`config.mk`:
```
export PLATFORM = sky130hd
export DESIGN_NAME = dmem_arbiter
export DESIGN_NICKNAME = d
export VERILOG_FILES = /design/src/rtl/dmem_arbiter.sv
export SDC_FILE = /design/constraint.sdc
export NUM_CORES = 1
export LEC_CHECK = 0
export BUFFER_PORTS_ARGS = -buffer_cell sky130_fd_sc_hd__buf_2
export CAP_MARGIN = 20
export CORE_ASPECT_RATIO = 1.5
export CORE_MARGIN = 4
export CORE_UTILIZATION = 40
export DETAILED_ROUTE_END_ITERATION = 8
export PLACE_DENSITY = 0.76
export SETUP_SLACK_MARGIN = 0.05
export SLEW_MARGIN = 20
export SYNTH_ARGS = -nofsm -noshare
export SYNTH_HDL_FRONTEND = slang
export SYNTH_SLANG_ARGS = --single-unit
```
`constraint.sdc`:
```
create_clock -name clk -period 1.6 [get_ports clk]
set_clock_uncertainty 0.15 [all_clocks]
set_input_delay 0.32 -clock clk [delete_from_list [all_inputs] [get_ports clk]]
set_output_delay 0.32 -clock clk [all_outputs]
set_load 0.05 [all_outputs]
```
`src/rtl/dmem_arbiter.sv`:
```
// ---------------------------------------------------------------------------
// DMemArbiter (module dmem_arbiter)
//
// Shares the single-ported data memory between two bus masters:
// port 0 is the CPU load/store path and port 1 is the debug loader or DMA.
// Each access goes through a small FSM (IDLE -> CMD [-> WAIT -> RESP]).
// The FSM ensures that only one memory command is in flight at a time.
//
// Optional build macro:
//   DMEM_ARB_RR_EN  defined   : round-robin tie-break. Ties go to the port
//                               that was not granted most recently.
//                   undefined : fixed priority. Port 0 wins every tie.
//
// Ports:
//   clk                  system clock, rising edge
//   reset                asynchronous, active-low reset
//   req0/req1            access request per port (sampled in IDLE only)
//   wr0/wr1              1 = write, 0 = read
//   idx0/idx1            word index
//   wdata0/wdata1        write data
//   gnt0/gnt1            one-cycle pulse, request accepted (CMD cycle)
//   rvalid0/rvalid1      one-cycle pulse, rdata holds the read result
//   rdata                shared read result, held until the next capture
//   dMemWrtEn            memory write enable
//   dMemIndex            memory word index
//   dMemIn               memory write data
//   dMemOut              memory read data, valid the cycle after the index
//   busy                 high whenever the FSM is not IDLE
// ---------------------------------------------------------------------------
module dmem_arbiter #(
   parameter int DBITS        = 32,
   parameter int DMEMADDRBITS = 13,
   parameter int DMEMWORDBITS = 2
) (
   input  logic                                 clk,
   input  logic                                 reset,
   input  logic                                 req0,
   input  logic                                 req1,
   input  logic                                 wr0,
   input  logic                                 wr1,
   input  logic [DMEMADDRBITS-DMEMWORDBITS-1:0] idx0,
   input  logic [DMEMADDRBITS-DMEMWORDBITS-1:0] idx1,
   input  logic [DBITS-1:0]                     wdata0,
   input  logic [DBITS-1:0]                     wdata1,
   output logic                                 gnt0,
   output logic                                 gnt1,
   output logic                                 rvalid0,
   output logic                                 rvalid1,
   output logic [DBITS-1:0]                     rdata,
   output logic                                 dMemWrtEn,
   output logic [DMEMADDRBITS-DMEMWORDBITS-1:0] dMemIndex,
   output logic [DBITS-1:0]                     dMemIn,
   input  logic [DBITS-1:0]                     dMemOut,
   output logic                                 busy
);

   typedef enum logic [1:0] {
      IDLE = 2'd0,
      CMD  = 2'd1,
      WAIT = 2'd2,
      RESP = 2'd3
   } stateT;

   stateT state;
   stateT nextState;

   logic  anyReq;
   logic  winner;
   logic  portId;
   logic  wrReg;

   assign anyReq = req0 | req1;

`ifdef DMEM_ARB_RR_EN
   logic lastGnt;

   // Round-robin pick. On a tie, the port that did not win last time gets
   // the grant. A lone requester always wins.
   always_comb begin
      winner = 1'b0;
      if (req0 && req1) begin
         winner = ~lastGnt;
      end else begin
         winner = ~req0;
      end
   end

   // Remember which port won most recently. The reset value of 1 makes
   // port 0 the winner of the first tie after reset.
   always_ff @(posedge clk or negedge reset) begin
      if (!reset) begin
         lastGnt <= 1'b1;
      end else if (state == IDLE && anyReq) begin
         lastGnt <= winner;
      end
   end
`else
   // Fixed priority. Port 1 wins only when port 0 is not requesting.
   always_comb begin
      winner = ~req0;
   end
`endif

   // State register. An asynchronous reset drops any transaction in flight.
   always_ff @(posedge clk or negedge reset) begin
      if (!reset) begin
         state <= IDLE;
      end else begin
         state <= nextState;
      end
   end

   // Next-state logic. A write finishes right after its command cycle.
   // A read waits one cycle for the synchronous memory and then presents
   // the result for one cycle.
   always_comb begin
      nextState = state;
      case (state)
         IDLE:    if (anyReq) nextState = CMD;
         CMD:     nextState = wrReg ? IDLE : WAIT;
         WAIT:    nextState = RESP;
         RESP:    nextState = IDLE;
         default: nextState = IDLE;
      endcase
   end

   // Capture the winning request when leaving IDLE. The memory index and
   // write-data outputs come straight from these registers, so they keep
   // their last value while the FSM idles.
   always_ff @(posedge clk or negedge reset) begin
      if (!reset) begin
         portId    <= 1'b0;
         wrReg     <= 1'b0;
         dMemIndex <= '0;
         dMemIn    <= '0;
      end else if (state == IDLE && anyReq) begin
         portId    <= winner;
         wrReg     <= winner ? wr1 : wr0;
         dMemIndex <= winner ? idx1 : idx0;
         dMemIn    <= winner ? wdata1 : wdata0;
      end
   end

   // Read data arrives from memory during WAIT and is stored at the end of
   // that cycle. It stays put until the next read, so it is stable in RESP.
   always_ff @(posedge clk or negedge reset) begin
      if (!reset) begin
         rdata <= '0;
      end else if (state == WAIT) begin
         rdata <= dMemOut;
      end
   end

   // All handshake and memory-control outputs are decoded from registered
   // state only. This keeps any request input from reaching an output
   // through combinational logic.
   always_comb begin
      gnt0      = (state == CMD)  && !portId;
      gnt1      = (state == CMD)  &&  portId;
      rvalid0   = (state == RESP) && !portId;
      rvalid1   = (state == RESP) &&  portId;
      dMemWrtEn = (state == CMD)  &&  wrReg;
      busy      = (state != IDLE);
   end

endmodule

```
After elaboration in Yosys (flattened, before gate mapping). Index checks and enable logic that the tools add are counted.

Flip-flop bits (word level): 79. Input port bits: 124.

Equality and inequality tests: 4. Multiplexer cells: 6. Bitwise operators: 2. Reduce and logical (&&, ||, !) cells: 9.

Operators with widths (count): $mux 32 (1); $mux 11 (1); $pmux 2 s4 (1); $logic_and 1x1->1 (6); $eq 2x2->1 const B (2); $mux 2 (2); $eq 2x1->1 const B (1); $logic_not 2->1 (1); $ne 2x2->1 const B (1); $reduce_bool 2->1 (1); $logic_not 1->1 (1); $mux 1 (1); $not 1->1 (1); $or 1x1->1 (1).

Logic depth before layout (Yosys ltp). Gate-level depths: netlist of run 1.

Depth after elaboration: 3. Mapped depth: 5.

Worst setup path after synthesis of run 1. Ideal clock, no wire load.

Kind: reg2out. Start: register (tool-made name). End: output port dMemWrtEn. Arrival time: 1.373 ns. Data required time: 1.130 ns. Slack: -0.243 ns. Cell stages (with the launch flop): 3. Path through: dfrtp_1 or2b_2 nor2_1.

RTL lines: end: declaration (line 50) `output logic dMemWrtEn,`.

Worst setup path after layout of run 1.
Start: register state[0]. End: output port gnt0.

Word-level cells in the longest chain between the ends: 2.

Ends and longest elaborated chain: start: declaration (line 64) `stateT state;`; start signal: assignment (line 109) `state <= nextState;`; $eq 2x1->1 (line 158) `gnt0 = (state == CMD) && !portId;`; $logic_and 1x1->1 (line 158); end: declaration (line 45) `output logic gnt0,`.

No other way between the ends.

==> flow_summary.yaml, run 1 <==
outcome:
  outcome: "complete, but fails checks"
  violations: "negative setup slack"
worst_setup_path:
  cpPeakStageDelay_ns: 0.40
  critPathBufInv: 1
  required_ns: 1.13
  critPathMaxFanout: 4
  arrival_ns: 1.31
  end_kind: "output port"
  crit_family: "simple AND/OR/NAND/NOR gates"
  path_class: "reg2out"
  cp-start-kind: "flip-flop"
  worst_path_max_delay_cell: "dfrtp_1"
  critical_path.cell_chain: "or2b_4 > nor2_4 > buf_8"
yosys:
  syn_area_per_cell_um2: 16.2
  netlist_area_um2: 3730
  yosysSeqAreaShare_pct: 52.9
  syn_nets: 355
  netlist_instances: 231
  ys_types: 18
  synth_warnings: 0
  synth_seq_cells: 79
clock_network:
  clkLatencyLatePin_ns: 0.32
  cts_buffers: 9
  h-tree-depth: 3
  path_clk_slew_ns: 0.06
  cts.sinks: 79
  clockBufferDepth: 2
  clk_root_buffer_cell: "clkbuf_16"
  cts_tree: "yes"
placed_design:
  place_ws_ns: -0.0176
  gp_congestion: 0.743
  io_buffers: 204
  hpwl_mm: 6.61
  dp.cells: 541
detailed_routing:
  firstDrtPassIters: 4
  vias: 2704
  routedWlPerCell_um: 16.3
  drc_errors: 0
  drt-initial-drc-count: 44
  drt_wl_total_mm: 9.20
  antenna_left: 0
  vias_per_cell: 4.80
floorplan:
  chipWidth_um: 86.9
  rows: 42
  die_h_um: 126
  num_io_pins: 205
  core-area_um2: 8990
  die_area_um2: 11000
  initial_core_util_pct: 41.5
grt:
  grt_pass1_vias: 3011
  grt_max_degree: 80
  grt_usage_pct: 16.4
  grt_overflow: 0
  antenna_found_initial: 0
  grt_pass1_wl_mm: 14.0
pwr:
  peakVddDrop_uv: 1350
  p_switching_mw: 6.53
  finalPower_mw: 13.8
  p_int_mw: 7.31
  leakage_nw: 2.72
  netSwitchingFraction_pct: 47.2
  powerDensity_nw_per_um2: 2560
  seqPwrFrac_pct: 26.0
  clkPwrFrac_pct: 15.7
  combPwrFrac_pct: 58.3
cells_and_area:
  layout_common_cells: "buf_2 (197), dfrtp_1 (79), mux2_2 (75), mux2_4 (43), clkbuf_16 (12)"
  nets: 572
  num_antenna_cells: 0
  syn_to_final_growth_pct: 44.9
  layoutNonFillerInstCount: 563
  drive_gt1_share_pct: 79.9
  mostFrequentLayoutCell: "buf_2"
timing:
  whs_ns: 0.0722
  timing.fmax_mhz: 562
  period_minus_slack_ns: 1.78
  slew_headroom_pct: 72.2
  finalSetupViolCount: 42
  hold_viol_final: 0
  tightestPinTransition_ns: 0.418
  rsz0062_at_grt: "true"
  slew_viol_final: 0
  fin_ws_ns: -0.178
  timing.final.crit_share_pct: 111
hold_path:
  holdCritPathClass: "in2reg"
job:
  maxCapViolCount: 0
[through the flow]
| step | instance area, um^2 | setup TNS [ns] | util (%) |
|---|---|---|---|
| 2_1_floorplan | 3750 | -0.111 | - |
| 3_3_place_gp | 4860 | -0.0843 | 54.1 |
| 3_5_place_dp | 4860 | -0.168 | 54.1 |
| 4_1_cts | 5320 | -0.811 | 59.2 |
| 5_1_grt | 5410 | -3.97 | 60.2 |
| 6_report | 5410 | -1.33 | 60.2 |
[final cells by class]
class / instances / area [um^2]
Fill cell: 726 / 3580
Sequential cell: 79 / 1980
Multi-Input combinational cell: 135 / 1630
Timing Repair Buffer: 220 / 1330
Clock buffer: 11 / 243
Tap cell: 110 / 138
Clock inverter: 5 / 81.3
Inverter: 3 / 11.3
[power groups by stage]
stage | logic [mW] | registers (mW) | clock network, mW
3_3_place_gp | 7.50 | 3.56 | 0
3_5_place_dp | 7.59 | 3.60 | 0
5_1_grt | 8.39 | 3.73 | 2.34
2_1_floorplan | 2.55 | 7.02 | 0
6_report | 8.06 | 3.60 | 2.17
4_1_cts | 7.93 | 3.60 | 2.24
[flip-flops by register name (all words and copies together), names as in the netlist, named ones only]
register / count
dMemIn: 32
rdata: 32
dMemIndex: 11
portId: 1
state: 1
wrReg: 1
[repair_timing]
item	in CTS	in global routing
resized for setup	28	3
setup buffers	1	0
hold buffers	1	0
cloned	1	3
endpoints found under the setup margin	41	70
hold endpoints to repair	79	0
pin swaps	0	0
[synth_stat cells (all sizes together)]
master	instances	share of area, %
mux2	118	40
nand2b	1	0.17
nor2	7	0.77
mux2i	2	0.54
o21ai	1	0.13
a21oi	2	0.27
nor3	1	0.13
dfrtp	79	53
o21a	1	0.20
buf	14	4.7
nand2	1	0.10
or2b	1	0.23
inv	3	0.30
[per-layer routing]
layer  global-route usage [%]  up-vias  wire (um)
met1                     16.8     1307       3140
met3                     4.54       14        789
li1                         -     1256          -
met5                        0        -          0
met2                     30.2      127       5090
met4                     6.97        0        180
[path summary, 6_finish.rpt]
path	slack [ns]	cells past startpoint	endpoint	startpoint
setup reg to reg	-0.04	4	dMemIn[23]$_DFFE_PN0P_	state[0]$_DFFE_PN0P_
setup / recovery	-0.18	3	gnt0	state[0]$_DFFE_PN0P_
max in group asynchronous	0.57	3	rdata[3]$_DFFE_PN0N_	reset
hold / removal	0.07	2	rdata[27]$_DFFE_PN0N_	dMemOut[27]
hold reg to reg	0.34	1	flip-flop	wrReg$_DFFE_PN0P_
min in group asynchronous	0.40	3	dMemIndex[2]$_DFFE_PN0P_	reset
[cell families (layout without fill, tap and decap cells)]
| logic type | count (synthesis) | after routing | share of synthesized area [%] |
|---|---|---|---|
| DFF | 79 | 79 | 52.9 |
| buffers and inverters | 17 | 239 | 4.99 |
| and+or+nand+nor | 11 | 11 | 1.41 |
| AOI/OAI and AO/OA | 4 | 4 | 0.603 |
| muxes | 120 | 120 | 40.0 |
(Power assumes the default switching activity.)
==> inputs of run 2 (changes only) <==
--- a/config.mk
+++ b/config.mk
@@ -11,7 +11,7 @@
 export CORE_MARGIN = 4
 export CORE_UTILIZATION = 40
 export DETAILED_ROUTE_END_ITERATION = 8
-export PLACE_DENSITY = 0.76
+export PLACE_DENSITY = 0.83
 export SETUP_SLACK_MARGIN = 0.05
 export SLEW_MARGIN = 20
 export SYNTH_ARGS = -nofsm -noshare
==> run 2 against run 1 <==
Effect of this change:
- sequential cell count is the same
- register-to-register slack lost 0.03 ns
- the run still ends with negative setup slack left
- utilization grew 1.9 points
- global-route usage grew 0.054 points
- clock power is essentially flat
- critical path depth is the same
- total power grew 2.9%
- via count grew 0.55%
- combinational power grew 5.0%
- hold slack is essentially flat
- critical path type unchanged
- critical endpoint unchanged
- maximum frequency grew 2.3%
- non-clock buffer count grew 10
==> flow_summary.yaml, run 2 (same netlist as run 1, synthesis figures left out) <==
outcome:
  outcome: "complete, but fails checks"
  violations: "negative setup slack"
grt:
  antenna_found_initial: 0
  grt_pass1_wl_mm: 14.2
  grt_max_degree: 43
  grt_pass1_vias: 2997
  grt_usage_pct: 16.4
  grt_overflow: 0
placed_design:
  gp_congestion: 0.740
  hpwl_mm: 6.64
  dpl_cell_area_um2: 4870
  io_buffers: 204
worst_setup_path:
  required_ns: 1.13
  critical_path.cell_chain: "or2b_4 > nor2_2 > buf_6"
  cpPeakStageDelay_ns: 0.37
  end_kind: "output port"
  path_class: "reg2out"
  critPathBufInv: 1
  arrival_ns: 1.27
  worst_path_max_delay_cell: "dfrtp_1"
  cp-start-kind: "flip-flop"
  crit_family: "simple AND/OR/NAND/NOR gates"
  critPathMaxFanout: 4
floorplan:
  die_area_um2: 11000
  rows: 42
  num_io_pins: 205
  core-area_um2: 8990
  die_h_um: 126
  chipWidth_um: 86.9
  initial_core_util_pct: 41.5
clock_network:
  clockBufferDepth: 2
  cts_buffers: 9
  path_clk_slew_ns: 0.06
  clkLatencyLatePin_ns: 0.32
  cts_tree: "yes"
  cts.sinks: 79
  h-tree-depth: 3
  clk_root_buffer_cell: "clkbuf_16"
detailed_routing:
  firstDrtPassIters: 4
  routedWlPerCell_um: 16.6
  vias_per_cell: 4.75
  vias: 2719
  drc_errors: 0
  drt-initial-drc-count: 28
  drt_wl_total_mm: 9.49
  antenna_left: 0
timing:
  timing.fmax_mhz: 576
  rsz0062_at_grt: "true"
  tightestPinTransition_ns: 0.376
  fin_ws_ns: -0.138
  slew_viol_final: 0
  hold_viol_final: 0
  period_minus_slack_ns: 1.74
  finalSetupViolCount: 35
  timing.final.crit_share_pct: 109
  slew_headroom_pct: 74.9
cells_and_area:
  layout_common_cells: "buf_2 (197), dfrtp_1 (79), mux2_2 (74), mux2_4 (44), clkbuf_16 (13)"
  nets: 582
  mostFrequentLayoutCell: "buf_2"
  drive_gt1_share_pct: 80.6
  syn_to_final_growth_pct: 49.5
  num_antenna_cells: 0
  postLayoutCellArea_um2: 5580
  reg_top3: "dMemIn (32), rdata (32), dMemIndex (11)"
pwr:
  finalPower_mw: 14.2
  peakVddDrop_uv: 1580
  powerDensity_nw_per_um2: 2550
  leakage_nw: 2.81
job:
  maxCapViolCount: 0
hold_path:
  holdCritPathClass: "in2reg"
## run 2: changes by cell type in the layout (fill, tap and decap cells not counted)
| cell | delta |
|---|---|
| nand2b_4 | +1 |
| clkbuf_16 | +1 |
| inv_2 | -1 |
| nand2_4 | +1 |
| buf_6 | +5 |
| buf_4 | -1 |
| inv_4 | +1 |
| buf_8 | +4 |
| nand2b_2 | -1 |
| mux2_4 | +1 |
| nand2_1 | -1 |
| mux2_2 | -1 |
| buf_12 | +1 |
## run 2: what timing repair did
item,CTS,global route
resized for setup,33,18
pin swaps,1,2
gates cloned,3,5
endpoints found under the setup margin,45,82
buffers inserted,6,3
hold buffers,1,0
endpoints found under the hold margin,27,0
## run 2: final cells by class
class | instances | area [um^2]
fillers | 711 | 3400
flip-flops and latches | 79 | 1980
multi-input cells | 135 | 1640
repair buffers | 230 | 1490
clock buffers | 11 | 243
well taps | 110 | 138
clock inverters | 5 | 81.3
inverters | 3 | 13.8
## run 2: worst paths after layout
| kind | slack (ns) | cells past startpoint | end | start |
|---|---|---|---|---|
| max reg2reg | -0.07 | 6 | dMemIndex[0]$_DFFE_PN0P_ | flip-flop |
| min in group asynchronous | 0.31 | 2 | dMemIndex[10]$_DFFE_PN0P_ | reset |
| min reg2reg | 0.30 | 1 | flip-flop | wrReg$_DFFE_PN0P_ |
| max in group asynchronous | 0.45 | 3 | dMemIn[16]$_DFFE_PN0P_ | reset |
| min | 0.07 | 2 | rdata[26]$_DFFE_PN0N_ | dMemOut[26] |
| max | -0.14 | 3 | gnt0 | state[0]$_DFFE_PN0P_ |
## run 2: routing by layer
metal  up-vias  track usage (%)  routed length (um)
met1      1327             17.2                3260
met2       114             30.6                5350
met3        11             4.02                 749
met4         0             6.06                 126
li1       1267                -                   -
met5         -                0                   0
## run 2: where the power goes
part           switching, mW  internal, mW  leakage [nW]  total [mW]
clock network          0.773          1.41         0.156        2.18
logic                   5.32          3.13          1.73        8.46
registers              0.562          3.04         0.923        3.60
total                   6.66          7.58          2.81        14.2
## run 2: metrics by stage
step / TNS (ns) / std cells / worst slack (ns) / utilization, % / hold slack, ns
2_1_floorplan: -0.111 / 231 / -0.0370 / - / -0.126
3_3_place_gp: 0 / 542 / 0.0331 / 54.1 / 0.110
3_5_place_dp: -0.0971 / 542 / -0.0284 / 54.1 / 0.118
4_1_cts: -3.11 / 568 / -0.156 / 60.5 / 0.0591
5_1_grt: -6.49 / 573 / -0.203 / 62.1 / 0.0580
6_report: -2.37 / 573 / -0.138 / 62.1 / 0.0723
==> inputs of run 3 (changes only) <==
--- a/config.mk
+++ b/config.mk
@@ -5,6 +5,7 @@
 export SDC_FILE = /design/constraint.sdc
 export NUM_CORES = 1
 export LEC_CHECK = 0
+export ABC_AREA = 1
 export BUFFER_PORTS_ARGS = -buffer_cell sky130_fd_sc_hd__buf_2
 export CAP_MARGIN = 20
 export CORE_ASPECT_RATIO = 1.5
==> run 3 against run 2 <==
Effect of this change:
- the flow still finishes with violations (negative setup slack)
- synthesized cell count is 110% higher
- sequential power is 2% lower
- combinational power is 12% lower
- first-iteration DRC count grew to 4.6 times the previous value
- non-clock buffer count is 4 lower
- total power is 9.4% lower
- worst setup slack better by 0.058 ns
==> flow_summary.yaml, run 3 <==
outcome:
  outcome: "complete, but fails checks"
  violations: "negative setup slack"
yosys:
  synth_edf_count: 0
  synthArstFlopShare_pct: 100
  synth.top_cell.area_share_pct: 53.6
  netlist_instances: 490
  ys_types: 19
  netlist_area_um2: 3690
  synth_seq_cells: 79
  synth_area_leaders: "dfrtp_1 (54%), nand2_1 (34%), nand3_1 (4.5%)"
  syn_area_per_cell_um2: 7.53
  ys_dominant_reg_cell: "dfrtp_1"
  yosys.area.top_type: "dfrtp_1"
  synth_warnings: 0
  yosysSeqAreaShare_pct: 53.6
  synth.most_common_cell: "nand2_1"
  synthTopCellsByCount: "nand2_1 (333), dfrtp_1 (79), nand3_1 (33)"
  syn_nets: 614
floorplan:
  num_io_pins: 205
  die_h_um: 126
  initial_core_util_pct: 41.3
  rows: 42
  core-area_um2: 8930
  chipWidth_um: 86.4
  die_area_um2: 10900
timing:
  period_minus_slack_ns: 1.68
  fin_ws_ns: -0.0796
  hold_viol_final: 0
  timing.final.crit_share_pct: 105
  slew_headroom_pct: 77.3
  rsz0062_at_grt: "true"
  slew_viol_final: 0
  tightestPinTransition_ns: 0.341
  finalSetupViolCount: 6
  whs_ns: 0.0689
  timing.fmax_mhz: 595
grt:
  grt_overflow: 0
  antenna_found_initial: 0
  grt_usage_pct: 19.7
  grt_max_degree: 45
  grt_pass1_vias: 3737
  grt_pass1_wl_mm: 17.1
cells_and_area:
  syn_to_final_growth_pct: 44.2
  drive_gt1_share_pct: 36.5
  layout_common_cells: "nand2_1 (332), buf_2 (197), dfrtp_1 (77), nand3_1 (33), buf_4 (14)"
  num_antenna_cells: 0
  fill_cells: 825
  postLayoutCellArea_um2: 5320
  nets: 824
  layoutNonFillerInstCount: 815
  mostFrequentLayoutCell: "nand2_1"
  reg_top3: "dMemIn (32), rdata (32), dMemIndex (11)"
detailed_routing:
  firstDrtPassIters: 4
  routedWlPerCell_um: 13.0
  vias_per_cell: 4.65
  drt_wl_total_mm: 10.6
  drc_errors: 0
  vias: 3789
  drt-initial-drc-count: 129
  antenna_left: 0
worst_setup_path:
  cp-start-kind: "flip-flop"
  worst-r2r-cell-count: 7
  required_ns: 1.13
  critPathMaxFanout: 5
  end_kind: "output port"
  path_class: "reg2out"
  arrival_ns: 1.21
pwr:
  powerDensity_nw_per_um2: 2420
  p_int_mw: 5.96
  combPwrFrac_pct: 57.5
  netSwitchingFraction_pct: 53.8
  finalPower_mw: 12.9
  leakage_nw: 3.22
  clkPwrFrac_pct: 15.2
  seqPwrFrac_pct: 27.3
  p_switching_mw: 6.94
  peakVddDrop_uv: 1640
placed_design:
  gp_congestion: 0.782
  dp.cells: 789
  place_ws_ns: 0.109
  dpl_cell_area_um2: 4840
  hpwl_mm: 7.89
  io_buffers: 204
clock_network:
  cts_buffers: 9
  cts_tree: "yes"
  path_clk_slew_ns: 0.06
  clockBufferDepth: 2
  h-tree-depth: 3
  clk_root_buffer_cell: "clkbuf_16"
  clkLatencyLatePin_ns: 0.33
  cts.sinks: 79
hold_path:
  holdPathStages: 3
  holdCritPathClass: "in2reg"
  hp-start: "dMemOut[24]"
job:
  maxCapViolCount: 0
[run 3: layout make-up]
cell class	instances	area, um^2	area share, %
well taps	110	138	2.59
clock inverters	6	51.3	0.964
flip-flops and latches	79	1980	37.2
multi-input cells	378	1550	29.2
clock buffers	10	239	4.49
inverters	6	32.5	0.611
repair buffers	226	1330	25.0
[run 3: power by group through the flow]
| stage | sequential (mW) | combinational (mW) | clock [mW] |
|---|---|---|---|
| after floorplan | 6.61 | 2.16 | 0 |
| after global placement | 3.48 | 6.89 | 0 |
| after detailed placement | 3.51 | 7.05 | 0 |
| after CTS | 3.51 | 7.32 | 2.01 |
| after global routing | 3.63 | 7.95 | 2.11 |
| final | 3.52 | 7.42 | 1.96 |
[run 3: kinds of logic (layout without fill, tap and decap cells)]
| family | Yosys count | after routing | synth area share (%) |
|---|---|---|---|
| AO/OA/AOI/OAI | 2 | 2 | 0.271 |
| buffers and inverters | 33 | 248 | 5.77 |
| flip-flops | 79 | 79 | 53.6 |
| AND/OR/NAND/NOR | 376 | 376 | 40.4 |
[run 3: metrics by stage]
step	utilization (%)	setup TNS [ns]
5_1_grt	59.6	-0.722
2_1_floorplan	-	-0.552
3_5_place_dp	54.2	0
3_3_place_gp	54.2	0
6_report	59.6	-0.354
4_1_cts	58.8	-0.366
[run 3: repair_timing]
action | CTS | global route
hold buffers | 1 | 0
hold endpoints to repair | 22 | 0
setup buffers | 6 | 3
setup endpoints to repair | 6 | 65
pin swaps | 2 | 3
resized for setup | 23 | 10
[run 3: critical path: stages, from the launching register on]
cell      delay, ns
dfrtp_1        0.40
clkinv_4       0.11
nor3_4         0.19
buf_6          0.18
[run 3: path summary, 6_finish.rpt]
check / to / slack (ns)
worst min-delay path: rdata[24]$_DFFE_PN0N_ / 0.07
worst max-delay path: rvalid1 / -0.08
worst max register to register: rdata[25]$_DFFE_PN0N_ / 0.04
max in group asynchronous: dMemIn[26]$_DFFE_PN0P_ / 0.49
min in group asynchronous: dMemIn[5]$_DFFE_PN0P_ / 0.30
worst min register to register: rdata[21]$_DFFE_PN0N_ / 0.31
[run 3: per-layer routing]
layer | wire [um] | GRT usage (%) | vias up
li1 | - | - | 1908
met1 | 3870 | 22.4 | 1695
met2 | 5620 | 34.1 | 159
met3 | 877 | 5.36 | 27
met4 | 252 | 7.98 | 0
met5 | 0 | 0 | -
